--- config.mk ---
export PLATFORM = sky130hd
export DESIGN_NAME = bht_ctrl_flat
export DESIGN_NICKNAME = d
export VERILOG_FILES = /design/src/rtl/bht_if.sv /design/src/rtl/bht_ctrl.sv /design/src/flat_wrapper.sv
export SDC_FILE = /design/constraint.sdc
export NUM_CORES = 1
export LEC_CHECK = 0
export ABC_AREA = 1
export ABC_CLOCK_PERIOD_IN_PS = 2820
export CELL_PAD_IN_SITES_DETAIL_PLACEMENT = 1
export CELL_PAD_IN_SITES_GLOBAL_PLACEMENT = 1
export CORE_MARGIN = 2
export CORE_UTILIZATION = 30
export CTS_CLUSTER_DIAMETER = 50
export DETAILED_ROUTE_END_ITERATION = 16
export PLACE_DENSITY = 0.65
export SYNTH_ARGS = -nofsm -noshare
export SYNTH_HDL_FRONTEND = slang
export SYNTH_SLANG_ARGS = --single-unit
--- constraint.sdc ---
create_clock -name clk -period 2.82 [get_ports clk]
set_clock_uncertainty 0.2 [all_clocks]
set_input_delay 0.846 -clock clk [delete_from_list [all_inputs] [get_ports clk]]
set_output_delay 0.846 -clock clk [all_outputs]
set_load 0.01 [all_outputs]
--- src/rtl/bht_if.sv ---
// rtl/bht_if.sv - predict/resolve bus between the fetch model and bht_ctrl
interface bht_if #(
    parameter int IDX_W = 4,
    parameter int DEPTH = 4
);
    logic                     pred_valid;
    logic [IDX_W-1:0]         pred_pc;
    logic                     pred_ready;
    logic                     prediction;
    logic                     res_valid;
    logic                     res_taken;
    logic                     mispredict;
    logic                     res_err;
    logic                     busy;
    logic [$clog2(DEPTH):0]   occupancy;

    modport slave (
        input  pred_valid, pred_pc, res_valid, res_taken,
        output pred_ready, prediction, mispredict, res_err, busy, occupancy
    );

    modport master (
        output pred_valid, pred_pc, res_valid, res_taken,
        input  pred_ready, prediction, mispredict, res_err, busy, occupancy
    );
endinterface

--- src/rtl/bht_ctrl.sv ---
// rtl/bht_ctrl.sv - gshare branch history table with in-order in-flight queue
module bht_ctrl #(
    parameter int IDX_W  = 4,
    parameter int CTR_W  = 2,
    parameter int HIST_W = 4,
    parameter int DEPTH  = 4
) (
    input  logic  clk,
    input  logic  reset,
    bht_if.slave  bus
);
    localparam int PTR_W = $clog2(DEPTH);
    localparam int OCC_W = PTR_W + 1;
    localparam int TBL   = 1 << IDX_W;
    localparam logic [CTR_W-1:0] CTR_MAX  = '1;
    localparam logic [CTR_W-1:0] CTR_HALF = CTR_W'(1) << (CTR_W - 1);

    typedef enum logic {INIT, RUN} state_t;

    state_t             state;
    logic [IDX_W-1:0]   init_ptr;
    logic [CTR_W-1:0]   ctr [TBL];
    logic [IDX_W-1:0]   q_idx [DEPTH];
    logic               q_pred [DEPTH];
    logic [PTR_W-1:0]   head;
    logic [PTR_W-1:0]   tail;
    logic [OCC_W-1:0]   count;
    logic [HIST_W-1:0]  spec_hist;
    logic [HIST_W-1:0]  commit_hist;
    logic               res_err_q;

    logic [IDX_W-1:0]   lookup_idx;
    logic [IDX_W-1:0]   head_idx;
    logic [CTR_W-1:0]   head_ctr;
    logic [CTR_W-1:0]   ctr_next;
    logic [HIST_W-1:0]  commit_next;
    logic [HIST_W-1:0]  spec_shift;
    logic               empty;
    logic               full;
    logic               pred_fire;
    logic               res_fire;
    logic               misp;

    assign lookup_idx  = bus.pred_pc ^ IDX_W'(spec_hist);
    assign head_idx    = q_idx[head];
    assign head_ctr    = ctr[head_idx];
    assign empty       = (count == '0);
    assign full        = (count == OCC_W'(DEPTH));
    assign commit_next = HIST_W'({commit_hist, bus.res_taken});
    assign spec_shift  = HIST_W'({spec_hist, bus.prediction});

    assign bus.prediction = (ctr[lookup_idx] >= CTR_HALF);
    assign bus.pred_ready = (state == RUN) && !full;
    assign bus.busy       = (state == INIT);
    assign bus.occupancy  = count;
    assign bus.res_err    = res_err_q;

    assign pred_fire = bus.pred_valid && bus.pred_ready;
    assign res_fire  = (state == RUN) && bus.res_valid && !empty;
    assign misp      = res_fire && (bus.res_taken != q_pred[head]);
    assign bus.mispredict = misp;

    // Saturating update: the counter never wraps in either direction.
    always_comb begin
        ctr_next = head_ctr;
        if (bus.res_taken) begin
            if (head_ctr != CTR_MAX) ctr_next = head_ctr + CTR_W'(1);
        end else begin
            if (head_ctr != '0) ctr_next = head_ctr - CTR_W'(1);
        end
    end

    // Table contents are undefined until INIT has swept every entry.
    always_ff @(posedge clk) begin
        if (state == INIT) begin
            ctr[init_ptr] <= '0;
        end else if (res_fire) begin
            ctr[head_idx] <= ctr_next;
        end
    end

    always_ff @(posedge clk) begin
        if (pred_fire) begin
            q_idx[tail]  <= lookup_idx;
            q_pred[tail] <= bus.prediction;
        end
    end

    always_ff @(posedge clk or posedge reset) begin
        if (reset) begin
            state       <= INIT;
            init_ptr    <= '0;
            head        <= '0;
            tail        <= '0;
            count       <= '0;
            spec_hist   <= '0;
            commit_hist <= '0;
            res_err_q   <= 1'b0;
        end else begin
            case (state)
                INIT: begin
                    res_err_q <= 1'b0;
                    init_ptr  <= init_ptr + IDX_W'(1);
                    if (init_ptr == '1) state <= RUN;
                end
                RUN: begin
                    res_err_q <= bus.res_valid && empty;
                    if (res_fire) commit_hist <= commit_next;
                    // A mispredict also drops a predict accepted in the same cycle.
                    if (misp) begin
                        head      <= '0;
                        tail      <= '0;
                        count     <= '0;
                        spec_hist <= commit_next;
                    end else begin
                        if (pred_fire) begin
                            tail      <= tail + PTR_W'(1);
                            spec_hist <= spec_shift;
                        end
                        if (res_fire) head <= head + PTR_W'(1);
                        count <= count + OCC_W'(pred_fire) - OCC_W'(res_fire);
                    end
                end
                default: state <= INIT;
            endcase
        end
    end
endmodule

--- src/flat_wrapper.sv ---
// flat-port wrapper written by rule: the top's interface ports become plain ports
module bht_ctrl_flat 
#(
    parameter int IDX_W  = 4,
    parameter int CTR_W  = 2,
    parameter int HIST_W = 4,
    parameter int DEPTH  = 4
)
  (clk, reset, bus_pred_valid, bus_pred_pc, bus_res_valid, bus_res_taken, bus_pred_ready, bus_prediction, bus_mispredict, bus_res_err, bus_busy, bus_occupancy);
  bht_if #(.IDX_W(IDX_W), .DEPTH(DEPTH)) bus_i ();
  input  logic clk;
  input  logic reset;
  input wire logic [$bits(bus_i.pred_valid)-1:0] bus_pred_valid;
  input wire logic [$bits(bus_i.pred_pc)-1:0] bus_pred_pc;
  input wire logic [$bits(bus_i.res_valid)-1:0] bus_res_valid;
  input wire logic [$bits(bus_i.res_taken)-1:0] bus_res_taken;
  output wire logic [$bits(bus_i.pred_ready)-1:0] bus_pred_ready;
  output wire logic [$bits(bus_i.prediction)-1:0] bus_prediction;
  output wire logic [$bits(bus_i.mispredict)-1:0] bus_mispredict;
  output wire logic [$bits(bus_i.res_err)-1:0] bus_res_err;
  output wire logic [$bits(bus_i.busy)-1:0] bus_busy;
  output wire logic [$bits(bus_i.occupancy)-1:0] bus_occupancy;
  assign bus_i.pred_valid = bus_pred_valid;
  assign bus_i.pred_pc = bus_pred_pc;
  assign bus_i.res_valid = bus_res_valid;
  assign bus_i.res_taken = bus_res_taken;
  assign bus_pred_ready = bus_i.pred_ready;
  assign bus_prediction = bus_i.prediction;
  assign bus_mispredict = bus_i.mispredict;
  assign bus_res_err = bus_i.res_err;
  assign bus_busy = bus_i.busy;
  assign bus_occupancy = bus_i.occupancy;
  bht_ctrl #(.IDX_W(IDX_W), .CTR_W(CTR_W), .HIST_W(HIST_W), .DEPTH(DEPTH)) u_core (.clk(clk), .reset(reset), .bus(bus_i));
endmodule
==> qor.yml <==
timing:
  post-route-period-util_pct: 107
  slew_violations: 0
  slew_headroom_pct: 72.3
  finalSetupTns_ps: -209
  rsz0062_at_grt: "yes"
  fmax_ghz: 0.330
  finalHoldViolations: 0
  tightest_slew_ps: 411
  finalCriticalPeriod_ps: 3030
  fin_ws_ps: -209
  worst_hold_slack_ps: 297
  finalSetupViolations: 1
finish:
  syn2layout_area_growth_pct: 29.1
  final_common_cell: "nand2_1"
  fin_util_pct: 39.7
  mostFrequentLayoutCells: "72 x nand2_1, 61 x nand3_1, 52 x edfxtp_1"
  stdcell_count: 568
  antenna_cells: 0
  drive_above_1_share_pct: 22.1
  fillers: 1295
  num-nets-final: 436
die:
  core_area_um2: 11400
  rows: 39
  die_area_um2: 12600
  start_util_pct: 30.7
  die_h_um: 112
  die_w_um: 112
  io-pin-count: 17
setup_path:
  critPathRequiredTime_ps: 1770
  crit_chain: "buf_8, inv_4, nand2_4, nand2_8, buf_12, o211ai_1, nand2_1, o211ai_1, nand2_1, buf_2"
  cpPeakStageDelay_ps: 190
  crit_path_start_kind: "primary input"
  crit_path_max_fanout: 5
  r2r_cells: 12
  critPathCaptureType: "output pin"
  worstPathArrival_ps: 1980
  crit_slowest_cell: "o211ai_1"
  critPathKind: "in2out"
placement:
  dp.cells: 544
  dp_hpwl_um: 6790
  port_buffers: 16
  gp_congestion: 0.756
route:
  drt-vias-per-instance: 4.84
  dr_total_vias: 2750
  highest-signal-layer: "met4"
  wl_per_cell_um: 16.4
  detail_route.iter0.violations: 113
  dr_wl_met3_um: 202
  drcViolationCount: 0
  drt-met1-wl_um: 4050
  ant_nets: 0
  firstDrtPassIters: 4
  routed-wl-met2_um: 4900
  drt_wl_total_um: 9310
clocking:
  clkLatencyLatePin_ps: 340
  cts_tree: "yes"
  holdBufCountCts: 0
  h-tree-depth: 3
  numCtsBuffers: 9
  cts_root_buf: "clkbuf_16"
  path_clk_slew_ps: 50
  clk_path_buf_depth: 2
  clkSinkCount: 72
synthesis:
  synth_top_family_by_area: "simple AND/OR/NAND/NOR gates"
  ys_ff_latch: 72
  synthAdderAreaFrac_pct: 2.71
  synth_area_leader_cell: "edfxtp_1"
  syn_nets: 371
  synth_top_area_share_pct: 44.5
  synthTopCellsByArea: "edfxtp_1 45%, dfrtp_1 14%, nand3_1 9.0%, nand2_1 8.5%, nor2_1 3.9%"
  yosysSeqAreaShare_pct: 58.8
  avgSynthCellArea_um2: 9.88
  syn-cell-area_um2: 3510
  ys_warn_count: 0
  yosys.area_share.simple_pct: 24.9
  synth_xor_area_share_pct: 2.50
  synthMuxAreaShare_pct: 0
  synth_compound_area_share_pct: 5.39
  synth_cell_type_count: 27
  postSynthCellCount: 355
power_and_ir_drop:
  peakVddDrop_mv: 0.548
  finalPower_uw: 5430
  leakagePower_uw: 0.00193
  power.density_nw_per_um2: 1200
run_status:
  status: "finished, violations left"
  violations: "setup timing"
grt:
  grt_remaining_overflow: 0
  grt_max_degree: 21
  grt_pass1_wl_um: 15500
  antenna_found_initial: 0
  grt_usage_pct: 16.0
  grt_pass1_vias: 2952
job:
  cap_violations: 0
hold_path:
  hold_class: "reg2reg"
  whs_path_depth: 1
-- worst paths after layout --
| path | from | endpoint | slack [ps] |
|---|---|---|---|
| worst max-delay path | bus_pred_pc[0] | bus_prediction | -210 |
| worst min-delay path | u_core.init_ptr[3] | u_core.init_ptr[3] | 300 |
| worst max register to register | u_core.head[0] | u_core.ctr[10][0] | 340 |
| worst min register to register | u_core.init_ptr[3] | u_core.init_ptr[3] | 300 |
| max in group asynchronous | reset | u_core.state | 1520 |
| min in group asynchronous | reset | u_core.head[1] | 660 |
-- cell usage after synthesis, drive strengths merged --
cell type	number
inv	36
a21boi	2
buf	8
o21ai	9
o22ai	3
nand3	66
a21oi	4
edfxtp	52
nor3	3
xor2	5
o211ai	10
xnor2	5
o31ai	2
nand4	1
fa	1
nor2	36
nand2	86
ha	6
dfrtp	20
-- through the flow --
step	setup slack (ps)	cell area [um2]
floorplan	24.5	3510
global placement	-874	4110
detailed placement	-911	4110
CTS	-236	4500
global route	-300	4530
finish	-209	4530
-- layer usage --
layer	GRT usage, %	vias to the layer above
li1	-	1338
met1	19.8	1369
met2	28.2	30
met3	2.65	13
met4	6.02	0
met5	0	-
-- layout make-up --
cell class	count	area (um2)	area share (%)
Sequential cell	72	2060	45.6
Tap cell	143	179	3.95
Clock buffer	15	258	5.69
Multi-Input combinational cell	239	1320	29.2
Timing Repair Buffer	62	559	12.4
Clock inverter	1	5.00	0.111
Inverter	36	143	3.15
-- power by group --
| part | internal, uW | switching [uW] | total (uW) |
|---|---|---|---|
| clock | 620 | 418 | 1040 |
| sequential | 1530 | 128 | 1650 |
| combinational | 1130 | 1610 | 2740 |
-- flip-flops by register name, indices dropped and copies added (netlist names), 2 cells and up --
name,cells
u_core.init_ptr,4
u_core.bus.occupancy,3
u_core.commit_hist,3
u_core.tail,2
u_core.head,2
u_core.ctr,32
u_core.spec_hist,4
u_core.q_idx,16
u_core.q_pred,4
-- repair_timing --
action                                  CTS  global route
cloned                                    2             0
resized for setup                        32            18
setup buffers                             4             3
pin swaps                                 9             8
endpoints found under the hold margin     0             0
endpoints found under the setup margin   19            18
-- cell families (layout without fill, tap and decap cells) --
family | count (synthesis) | after routing
xor+xnor | 10 | 10
simple gates | 192 | 192
flops | 72 | 72
compound gates | 30 | 30
buf+inv | 44 | 114
fa+ha+maj | 7 | 7
-- worst max-delay path: cells and delay by family --
kind	cells	cell delay (ps)
buffers and inverters	4	400
AO/OA/AOI/OAI	2	370
AND/OR/NAND/NOR	4	350
(Power assumes the default switching activity.)
